`src/rtl/transfer_sequencer.sv`:
```
// Purpose: sequences the UART->FIFO->parallel-out path one phase after another, gating drain on CRC/length checks.
// Latency: start sampled at edge N -> fifo_clear high during cycle N+1, com_enable high during cycle N+2; every output is a register.
// Backpressure: none; strobes are counted as they arrive, start is ignored while busy, abort overrides any non-IDLE transition.
module transfer_sequencer #(
    parameter int TIMEOUT_CYCLES = 4095,    // idle cycles tolerated in RECEIVE/DRAIN
    parameter int TIMEOUT_W      = 12,      // must be wide enough to hold TIMEOUT_CYCLES
    parameter int MIN_BYTES      = 1,       // fewest bytes a transfer may carry
    parameter bit CRC_CHECK      = 1'b1     // require a zero CRC residue before draining
) (
    input  logic       clk,
    input  logic       reset,
    input  logic       start,
    input  logic       abort,
    input  logic       com_finish,
    input  logic [3:0] com_error,
    input  logic [7:0] crc,
    input  logic       fifo_we,
    input  logic       fifo_empty,
    input  logic       out_start,
    input  logic       out_finish,
    output logic       com_enable,
    output logic       out_enable,
    output logic       fifo_clear,
    output logic       busy,
    output logic       done,
    output logic       err,
    output logic [2:0] err_code,
    output logic [9:0] rx_bytes,
    output logic [9:0] tx_bytes,
    output logic [2:0] state
);

    // State encoding is visible on the debug display, so the values are fixed.
    typedef enum logic [2:0] {
        stIdle    = 3'd0,
        stClear   = 3'd1,
        stReceive = 3'd2,
        stCheck   = 3'd3,
        stDrain   = 3'd4,
        stDone    = 3'd5,
        stFault   = 3'd6
    } seqState_e;

    // Fault causes reported on err_code.
    localparam logic [2:0] FC_NONE     = 3'd0;
    localparam logic [2:0] FC_COM_ERR  = 3'd1;
    localparam logic [2:0] FC_RX_TMO   = 3'd2;
    localparam logic [2:0] FC_SHORT    = 3'd3;
    localparam logic [2:0] FC_CRC      = 3'd4;
    localparam logic [2:0] FC_COUNT    = 3'd5;
    localparam logic [2:0] FC_TX_TMO   = 3'd6;
    localparam logic [2:0] FC_ABORT    = 3'd7;

    localparam logic [9:0]           CNT_MAX     = 10'd1023;
    localparam logic [9:0]           MIN_CNT     = 10'(MIN_BYTES);
    localparam logic [TIMEOUT_W-1:0] TIMEOUT_MAX = TIMEOUT_W'(TIMEOUT_CYCLES);
    localparam logic [TIMEOUT_W-1:0] TIMEOUT_ONE = TIMEOUT_W'(1);

    seqState_e            curState;
    seqState_e            nextState;
    logic [2:0]           nextCode;
    logic [TIMEOUT_W-1:0] timeoutCnt;
    logic                 timedOut;
    logic                 watching;
    logic                 strobe;
    logic                 rxInc;
    logic                 txInc;
    logic [9:0]           rxNext;
    logic [9:0]           txNext;

    assign state = curState;

    // Only the strobe belonging to the current phase counts; the other one is
    // meaningless there. A strobe in the same cycle as a transition still counts.
    assign rxInc  = (curState == stReceive) && fifo_we   && (rx_bytes != CNT_MAX);
    assign txInc  = (curState == stDrain)   && out_start && (tx_bytes != CNT_MAX);
    assign rxNext = rx_bytes + {9'd0, rxInc};
    assign txNext = tx_bytes + {9'd0, txInc};

    // The idle timer only runs in the two phases that wait on the outside world.
    assign watching = (curState == stReceive) || (curState == stDrain);
    assign strobe   = ((curState == stReceive) && fifo_we) ||
                      ((curState == stDrain)   && out_start);
    assign timedOut = (timeoutCnt == TIMEOUT_MAX);

    // Next-state and next fault-code selection; abort is applied last so it wins.
    always_comb begin
        nextState = curState;
        nextCode  = err_code;
        case (curState)
            stIdle: begin
                if (start) begin
                    nextState = stClear;
                end
            end
            stClear: begin
                nextState = stReceive;
            end
            stReceive: begin
                if (com_finish) begin
                    if (com_error != 4'd0) begin
                        nextState = stFault;
                        nextCode  = FC_COM_ERR;
                    end else begin
                        nextState = stCheck;
                    end
                end else if (timedOut) begin
                    nextState = stFault;
                    nextCode  = FC_RX_TMO;
                end
            end
            stCheck: begin
                if (rx_bytes < MIN_CNT) begin
                    nextState = stFault;
                    nextCode  = FC_SHORT;
                end else if (CRC_CHECK && (crc != 8'h00)) begin
                    nextState = stFault;
                    nextCode  = FC_CRC;
                end else begin
                    nextState = stDrain;
                end
            end
            stDrain: begin
                // Compare against the count including a strobe landing this
                // very cycle, so the last byte is never missed.
                if (fifo_empty && out_finish) begin
                    if (txNext == rx_bytes) begin
                        nextState = stDone;
                    end else begin
                        nextState = stFault;
                        nextCode  = FC_COUNT;
                    end
                end else if (timedOut) begin
                    nextState = stFault;
                    nextCode  = FC_TX_TMO;
                end
            end
            stDone: begin
                nextState = stIdle;
            end
            stFault: begin
                if (start) begin
                    nextState = stClear;
                end
            end
            default: begin
                nextState = stIdle;
                nextCode  = FC_NONE;
            end
        endcase

        // A held abort keeps the block parked in FAULT; the original cause is
        // kept if we were already faulted.
        if (abort && (curState != stIdle)) begin
            nextState = stFault;
            if (curState != stFault) begin
                nextCode = FC_ABORT;
            end
        end

        // A new run starts with a clean fault report.
        if (nextState == stClear) begin
            nextCode = FC_NONE;
        end
    end

    // State register with outputs decoded from the upcoming state, so each
    // output changes on the same edge as the state it belongs to.
    always_ff @(posedge clk or negedge reset) begin
        if (!reset) begin
            curState   <= stIdle;
            err_code   <= FC_NONE;
            fifo_clear <= 1'b0;
            com_enable <= 1'b0;
            out_enable <= 1'b0;
            busy       <= 1'b0;
            done       <= 1'b0;
            err        <= 1'b0;
        end else begin
            curState   <= nextState;
            err_code   <= nextCode;
            fifo_clear <= (nextState == stClear);
            com_enable <= (nextState == stReceive);
            out_enable <= (nextState == stDrain);
            busy       <= (nextState != stIdle) && (nextState != stFault);
            done       <= (nextState == stDone);
            err        <= (nextState == stFault);
        end
    end

    // Byte counters and idle timer; all three start from zero for a new run.
    always_ff @(posedge clk or negedge reset) begin
        if (!reset) begin
            rx_bytes   <= 10'd0;
            tx_bytes   <= 10'd0;
            timeoutCnt <= '0;
        end else if (nextState == stClear) begin
            rx_bytes   <= 10'd0;
            tx_bytes   <= 10'd0;
            timeoutCnt <= '0;
        end else begin
            rx_bytes <= rxNext;
            tx_bytes <= txNext;
            if ((nextState != curState) || strobe) begin
                timeoutCnt <= '0;
            end else if (watching && !timedOut) begin
                timeoutCnt <= timeoutCnt + TIMEOUT_ONE;
            end
        end
    end

endmodule

```
`config.mk`:
```
export PLATFORM = sky130hd
export DESIGN_NAME = transfer_sequencer
export DESIGN_NICKNAME = d
export VERILOG_FILES = /design/src/rtl/transfer_sequencer.sv
export SDC_FILE = /design/constraint.sdc
export NUM_CORES = 1
export LEC_CHECK = 0
export BUFFER_PORTS_ARGS = -buffer_cell sky130_fd_sc_hd__buf_4
export CAP_MARGIN = 40
export CORE_AREA = 3 3 95 97
export CTS_CLUSTER_SIZE = 20
export DETAILED_ROUTE_END_ITERATION = 8
export DIE_AREA = 0 0 98 100
export PLACE_DENSITY_LB_ADDON = 0.2
export SYNTH_ARGS = -nofsm -noshare
export SYNTH_HDL_FRONTEND = slang
export SYNTH_SLANG_ARGS = --single-unit
```
`constraint.sdc`:
```
create_clock -name clk -period 4.8 [get_ports clk]
set_input_delay 0.96 -clock clk [delete_from_list [all_inputs] [get_ports clk]]
set_output_delay 0.96 -clock clk [all_outputs]
set_load 0.02 [all_outputs]
```
---- Yosys cells after proc, flatten, opt, wreduce, memory -nomap -nowiden ----
Index checks and enable logic that the tools add are counted.
word-level totals
  register bits ........................... 44
  word-level logic and storage cells ...... 80
  output and inout bits ................... 32
  bits of input ports ..................... 21
cells by class
  equality and inequality tests ........... 18
  muxes and demuxes ....................... 27
  magnitude comparators ................... 1
  reductions and logical operators ........ 20
  add/sub/neg operators ................... 3
operators by type and width
  operator                                              count
  two-way mux 3 bit                                     17
  two-way mux 12 bit                                    3
  adder 10 x 1 -> 10 bit                                2
  two-way mux 10 bit                                    2
  inequality test 10 bit (second input constant)        2
  equality test 3 bit (second input constant)           6
  one-hot mux 3 bit (5 select lines)                    1
  adder 12 x 1 -> 12 bit (second input constant)        1
  equality test 12 bit (second input constant)          1
  one-hot mux 3 bit (4 select lines)                    1
  equality test 10 bit                                  1
  < comparator 10 x 1 -> 1 bit (second input constant)  1
  equality test 3 x 2 -> 1 bit (second input constant)  3
  nonzero test 3 bit                                    3
  logical AND 1 bit                                     8
  nonzero test 8 bit                                    1
  equality test 3 x 1 -> 1 bit (second input constant)  2
  two-way mux 2 bit                                     3
  inequality test 3 bit (second input constant)         2
  nonzero test 4 bit                                    1
  OR reduction 4 bit                                    1
  zero test 3 bit                                       1
  logical OR 1 bit                                      3
  inequality test 3 bit                                 1
  other kinds (2)                                       2

---- Depth between registers and ports, before layout ----
  word-level depth ........................ 13
  gate-level depth with buffers ........... 15
  mapped depth without buffers ............ 13

---- Least setup slack after synthesis ----
No wires, ideal clock.
  kind .................................... reg2reg
  start point ............................. register tx_bytes[5]
  end point ............................... register err_code[0]
  period minus slack after synthesis ...... 3,516 ps
  setup time .............................. 144 ps
  buffers on the path ..................... 2
  required time ........................... 4,656 ps
  arrival ................................. 3,372 ps
  stages on the path, launching flop included .. 16
  slack ................................... 1,284 ps
  path through ............................ dfrtp_1 > clkbuf_1 > nand3_1 > nor2_1 > nand4_1 > and3_1 > ha_1 > ha_1 > xnor2_1 > xnor2_1 > or3_4 > a2111oi_4 > a41o_1 > nor3b_4 > buf_4 > a41oi_1
on the way
  longest elaborated chain between the ends .. 10
  elaborated cells on any way between the ends .. 15
  those cells by class .................... 1 x add/sub; 3 x eq/ne; 10 x mux; 1 x reduce/logical
RTL lines
  item                                                                                      line      RTL
  start: declaration                                                                        29        output logic [9:0] tx_bytes,
  start signal: assignment                                                                  203       tx_bytes <= txNext;
  inequality test 10 bit                                                                    76        assign txInc = (curState == stDrain) && out_start && (tx_bytes != CNT_MAX);
  logical AND 1 bit                                                                         76
  adder 10 x 1 -> 10 bit (*)                                                                78        assign txNext = tx_bytes + {9'd0, txInc};
  equality test 10 bit (*)                                                                  127       if (txNext == rx_bytes) begin
  two-way mux 2 bit or two-way mux 3 bit (tied branches)                                    127
  two-way mux 3 bit                                                                         126       if (fifo_empty && out_finish) begin
  one-hot mux 3 bit (5 select lines) or one-hot mux 3 bit (4 select lines) (tied branches)  90        case (curState)
  two-way mux 3 bit, on equally long branches                                               154, 156
  equality test 3 x 1 -> 1 bit or two-way mux 3 bit (tied branches)                         162, 154
  two-way mux 3 bit (*)                                                                     162       if (nextState == stClear) begin
  net nextCode[0]                                                                           61        logic [2:0] nextCode;
  end signal: assignment                                                                    181       err_code <= nextCode;
  end: declaration                                                                          27        output logic [2:0] err_code,
Mark *: on every way through the listed nets, which the timed path passes. The rest lies on a longest branch.
A chain may end at the register's enable or synchronous reset.

---- Worst setup path after layout ----
  start point ............................. register curState[0], in the netlist state[0]
  end point ............................... register err_code[0]
on the way
  longest elaborated chain between the ends .. 11
  elaborated cells on any way between the ends .. 30
  those cells by class .................... 1 x add/sub; 9 x eq/ne; 13 x mux; 7 x reduce/logical
RTL lines
  item                                                                                      line      RTL
  start: declaration                                                                        59        seqState_e curState;
  start signal: assignment                                                                  171       curState <= stIdle;
  start signal: assignment                                                                  180       curState <= nextState;
  equality test 3 bit                                                                       76, 90
  logical AND 1 bit (2 in series)                                                           76
  adder 10 x 1 -> 10 bit                                                                    78
  equality test 10 bit                                                                      127
  two-way mux 2 bit or two-way mux 3 bit (tied branches)                                    127
  two-way mux 3 bit                                                                         126
  one-hot mux 3 bit (5 select lines) or one-hot mux 3 bit (4 select lines) (tied branches)  90
  two-way mux 3 bit, on equally long branches                                               154, 156
  equality test 3 x 1 -> 1 bit or two-way mux 3 bit (tied branches)                         162, 154
  two-way mux 3 bit (*)                                                                     162
  net nextCode[0]                                                                           61
Marked as above.

==> metrics.md <==
| Metric | Value |
|---|---|
| Cell with the most instances after synthesis | `dfrtp_1` |
| P_sw | `0.7218 mW` |
| Cells after Synth | `326` |
| DRT antenna net count | `0` |
| Hold path start | `err_code[2]` |
| Reg-to-reg slack, setup | `1.04 ns` |
| Critical Path Slowest Stage Cell | `dfrtp_1` |
| CTS Sinks | `44` |
| Full die area | `9800 µm²` |
| Max Cap Violations | `0` |
| CP Capture Type | `flip-flop` |
| Leading post-synthesis cells by cell area | `dfrtp_1 (38%), xnor2_1 (6.4%), xor2_1 (4.8%)` |
| Clock network fraction of total power | `14.9%` |
| TritonCTS clock tree | `yes` |
| Initial antenna violation count | `0` |
| Top cell type's share of synthesized area | `38.03%` |
| Initial detailed-routing violation count | `129` |
| Ys async rst share | `100.0%` |
| Number of vias per cell | `5.352` |
| Hpwl dp | `5403 µm` |
| Number of synthesized flops with an enable pin | `0` |
| Fmax | `265.9 MHz` |
| Placed Cells | `469` |
| ANT cells | `0` |
| Die Span Y | `100 µm` |
| TNS Setup | `0 ns` |
| Largest net degree at the start of global routing | `45` |
| Setup bufs post-CTS | `0` |
| Synth Flop Type | `dfrtp_1` |
| Worst Path Arrival | `3.92 ns` |
| Slew margin rel. | `48.51%` |
| WHS Path Cells | `2` |
| P&R area growth vs syn | `19.36%` |
| Post-Syn Area per Cell | `8.881 µm²` |
| NumNets Final | `397` |
| Layout Cells excl Fill | `477` |
| Clock-pin slew of the registers on the worst-case setup and hold paths | `0.08 ns` |
| Area of the core | `8217 µm²` |
| Sw Ratio | `44.16%` |
| Distinct cells, synth | `59` |
| R2r endpoint | `err_code[0]` |
| Post-Syn Area | `2895 µm²` |
| WL per Instance | `15.61 µm` |
| Synth area leader | `dfrtp_1` |
| CP most frequent cell | `buf_4` |
| Final period util | `78.35%` |
| Max Slew Vio Count | `0` |
| Setup crit start kind | `flip-flop` |
| CTS HTree Levels | `2` |
| Initial Utilization | `35.24%` |
| Worst R2R Start | `state[0]` |
| Clock Latency Late Sink | `0.30 ns` |
| Router iterations before antenna repair | `4` |
| GPL Wtd Cong | `0.8507` |
| Die X | `98 µm` |
| DRC Markers | `0` |
| CP required | `4.96 ns` |
| CP max stage delay | `0.69 ns` |
| Hold Path End | `err_code[2]` |
| Internal | `0.9126 mW` |
| CTS resizes | `0` |
| Ys Warns | `0` |
| Worst Tran Pin Value | `0.7724 ns` |
| Critical setup path kind | `reg2reg` |
| Vias in the first global route | `2,516` |
| Synth cell count leaders | `dfrtp_1 (44), nor2_1 (36), nand2_1 (29)` |
| Overall power | `1.634 mW` |
| Comb power frac | `51.7%` |
| Crit path max-delay family | `simple AND/OR/NAND/NOR gates` |
| Detailed Route WL | `7448 µm` |
| Count of final hold-check violations | `0` |
| CP cell instances | `nor3b_1 > buf_4 > and3_1 > ha_1 > ha_1 > xnor2_1 > xnor2_1 > or3_4 > a2111oi_4 > a41o_1 > buf_4 > nor3b_4 > buf_4 > a41oi_1` |
| Net Count, Synth | `352` |
| FF-to-FF path depth | `14` |
| Deepest clock path buffer count | `2` |
| Tot GR Track Use | `15.76%` |
| RSZ-0062 raised after global routing | `false` |
| Critical path buffers and inverters | `3` |
| Seq/Total Area, Yosys | `38.03%` |
| Row count | `33` |
| Critical path peak fanout | `24` |
| Port buffer count | `52` |
| Grt total ovfl | `0` |
| Cts bufs inserted | `5` |
| #FFs+latches synth | `44` |
| Leak pwr | `1.496 nW` |
| Hold_buf cts | `0` |
| Via count | `2,553` |
| Share of layout cells above drive strength 1 | `20.16%` |
| Clock Root Buffer | `clkbuf_8` |
| HP Class | `reg2reg` |
| PwrDens | `472.9 nW/µm²` |
| Final Skew | `0.005272 ns` |
| Status | `finished, final reports clean` |
| Seq pwr share | `33.4%` |
| First-pass GRT wire length | `12,590 µm` |
| Fillcell total | `823` |
| Setup violators final | `0` |
| Peak supply drop | `0.0001977 V` |
| # IOs | `53` |
| Post-layout min period | `3.761 ns` |
tightest hold or removal path, delay by kind of cell, from the launching register on:
kind            cells  cell delay (ns)
flops               1             0.41
compound gates      1             0.08
simple gates        1             0.07
metrics by stage:
stage                     hold slack (ns)  setup WS, ns  util, %  cell area [µm²]
after floorplan                    0.5478         1.284        -             2895
after global placement             0.5732         1.002    40.93             3363
after detailed placement           0.5791        0.9381    40.93             3363
after CTS                          0.5936        0.9967    42.06             3456
after global routing               0.6389        0.7685    42.06             3456
final                              0.5947         1.039    42.06             3456
state kept, by name, indices dropped and copies added (netlist names):
name        cells
busy            1
com_enable      1
done            1
err             1
err_code        3
fifo_clear      1
out_enable      1
rx_bytes       10
state           3
timeoutCnt     12
tx_bytes       10
worst max path at each step:
| stage | endpoint | depth (start not counted) | startpoint | slack, ns |
|---|---|---|---|---|
| after floorplan | err_code[0] | 15 | tx_bytes[5] | 1.28 |
| after global placement | err_code[0] | 13 | out_start | 1.00 |
| after detailed placement | err_code[0] | 13 | out_start | 0.94 |
| after CTS | err_code[0] | 14 | state[0] | 1.0 |
| after global routing | tx_bytes[3] | 14 | state[0] | 0.77 |
| final | err_code[0] | 14 | state[0] | 1.04 |
per-layer routing:
layer / up-vias / track usage, % / part of all wire [%]
met5: - / 0 / 0
met4: 0 / 3.834 / 1.2
met3: 8 / 3.336 / 4.9
met2: 63 / 25.18 / 46
met1: 1231 / 21.93 / 48
li1: 1251 / - / -
layout make-up:
| cell class | count | area (µm²) | area share [%] |
|---|---|---|---|
| clock buffers | 6 | 82.58 | 2.390 |
| clock inverters | 2 | 10.01 | 0.2896 |
| inverters | 6 | 22.52 | 0.6517 |
| multi-input cells | 257 | 1680 | 48.62 |
| flip-flops and latches | 44 | 1101 | 31.86 |
| well taps | 105 | 131.4 | 3.802 |
| repair buffers | 57 | 427.9 | 12.38 |
logic make-up (layout without fill, tap and decap cells):
| logic type | Yosys count | count (layout) | share of synthesized area, % |
|---|---|---|---|
| muxes | 5 | 5 | 1.772 |
| xor gates and xnor gates | 37 | 37 | 11.19 |
| DFF | 44 | 44 | 38.03 |
| buffers and inverters | 25 | 71 | 3.932 |
| and+or+nand+nor | 158 | 158 | 29.17 |
| adders and majority gates | 5 | 5 | 2.161 |
| AOI/OAI and AO/OA | 52 | 52 | 13.74 |
power groups by stage:
stage               Combinational, mW  Sequential, mW  Clock [mW]
floorplan                       0.518           0.603           0
global placement                0.839           0.554           0
detailed placement              0.848           0.553           0
CTS                             0.852           0.547       0.251
global route                    0.935           0.561       0.268
finish                          0.845           0.546       0.244
cells in the final DEF (no fill, tap or decap), types with 3 or more instances in the layout:
cell / netlist / final
clkbuf_8: 0 / 6
xor2_1: 16 / 16
xnor2_1: 21 / 21
nand3b_1: 4 / 4
buf_4: 2 / 57
nor4_1: 5 / 5
nor3b_1: 3 / 3
a211oi_1: 7 / 7
mux2i_1: 4 / 4
nor2_1: 36 / 36
and2_1: 3 / 3
nor3_1: 10 / 10
o31ai_1: 7 / 7
nand3_1: 20 / 20
nand4_1: 9 / 9
o21ai_0: 12 / 12
a21o_1: 3 / 3
inv_1: 6 / 6
ha_1: 5 / 5
nand2_1: 29 / 29
and3_1: 6 / 6
or4_1: 3 / 3
dfrtp_1: 44 / 44
nand2b_1: 9 / 9
nor2b_1: 7 / 7
a21oi_1: 3 / 3
Power figures use the tool's default switching activity.
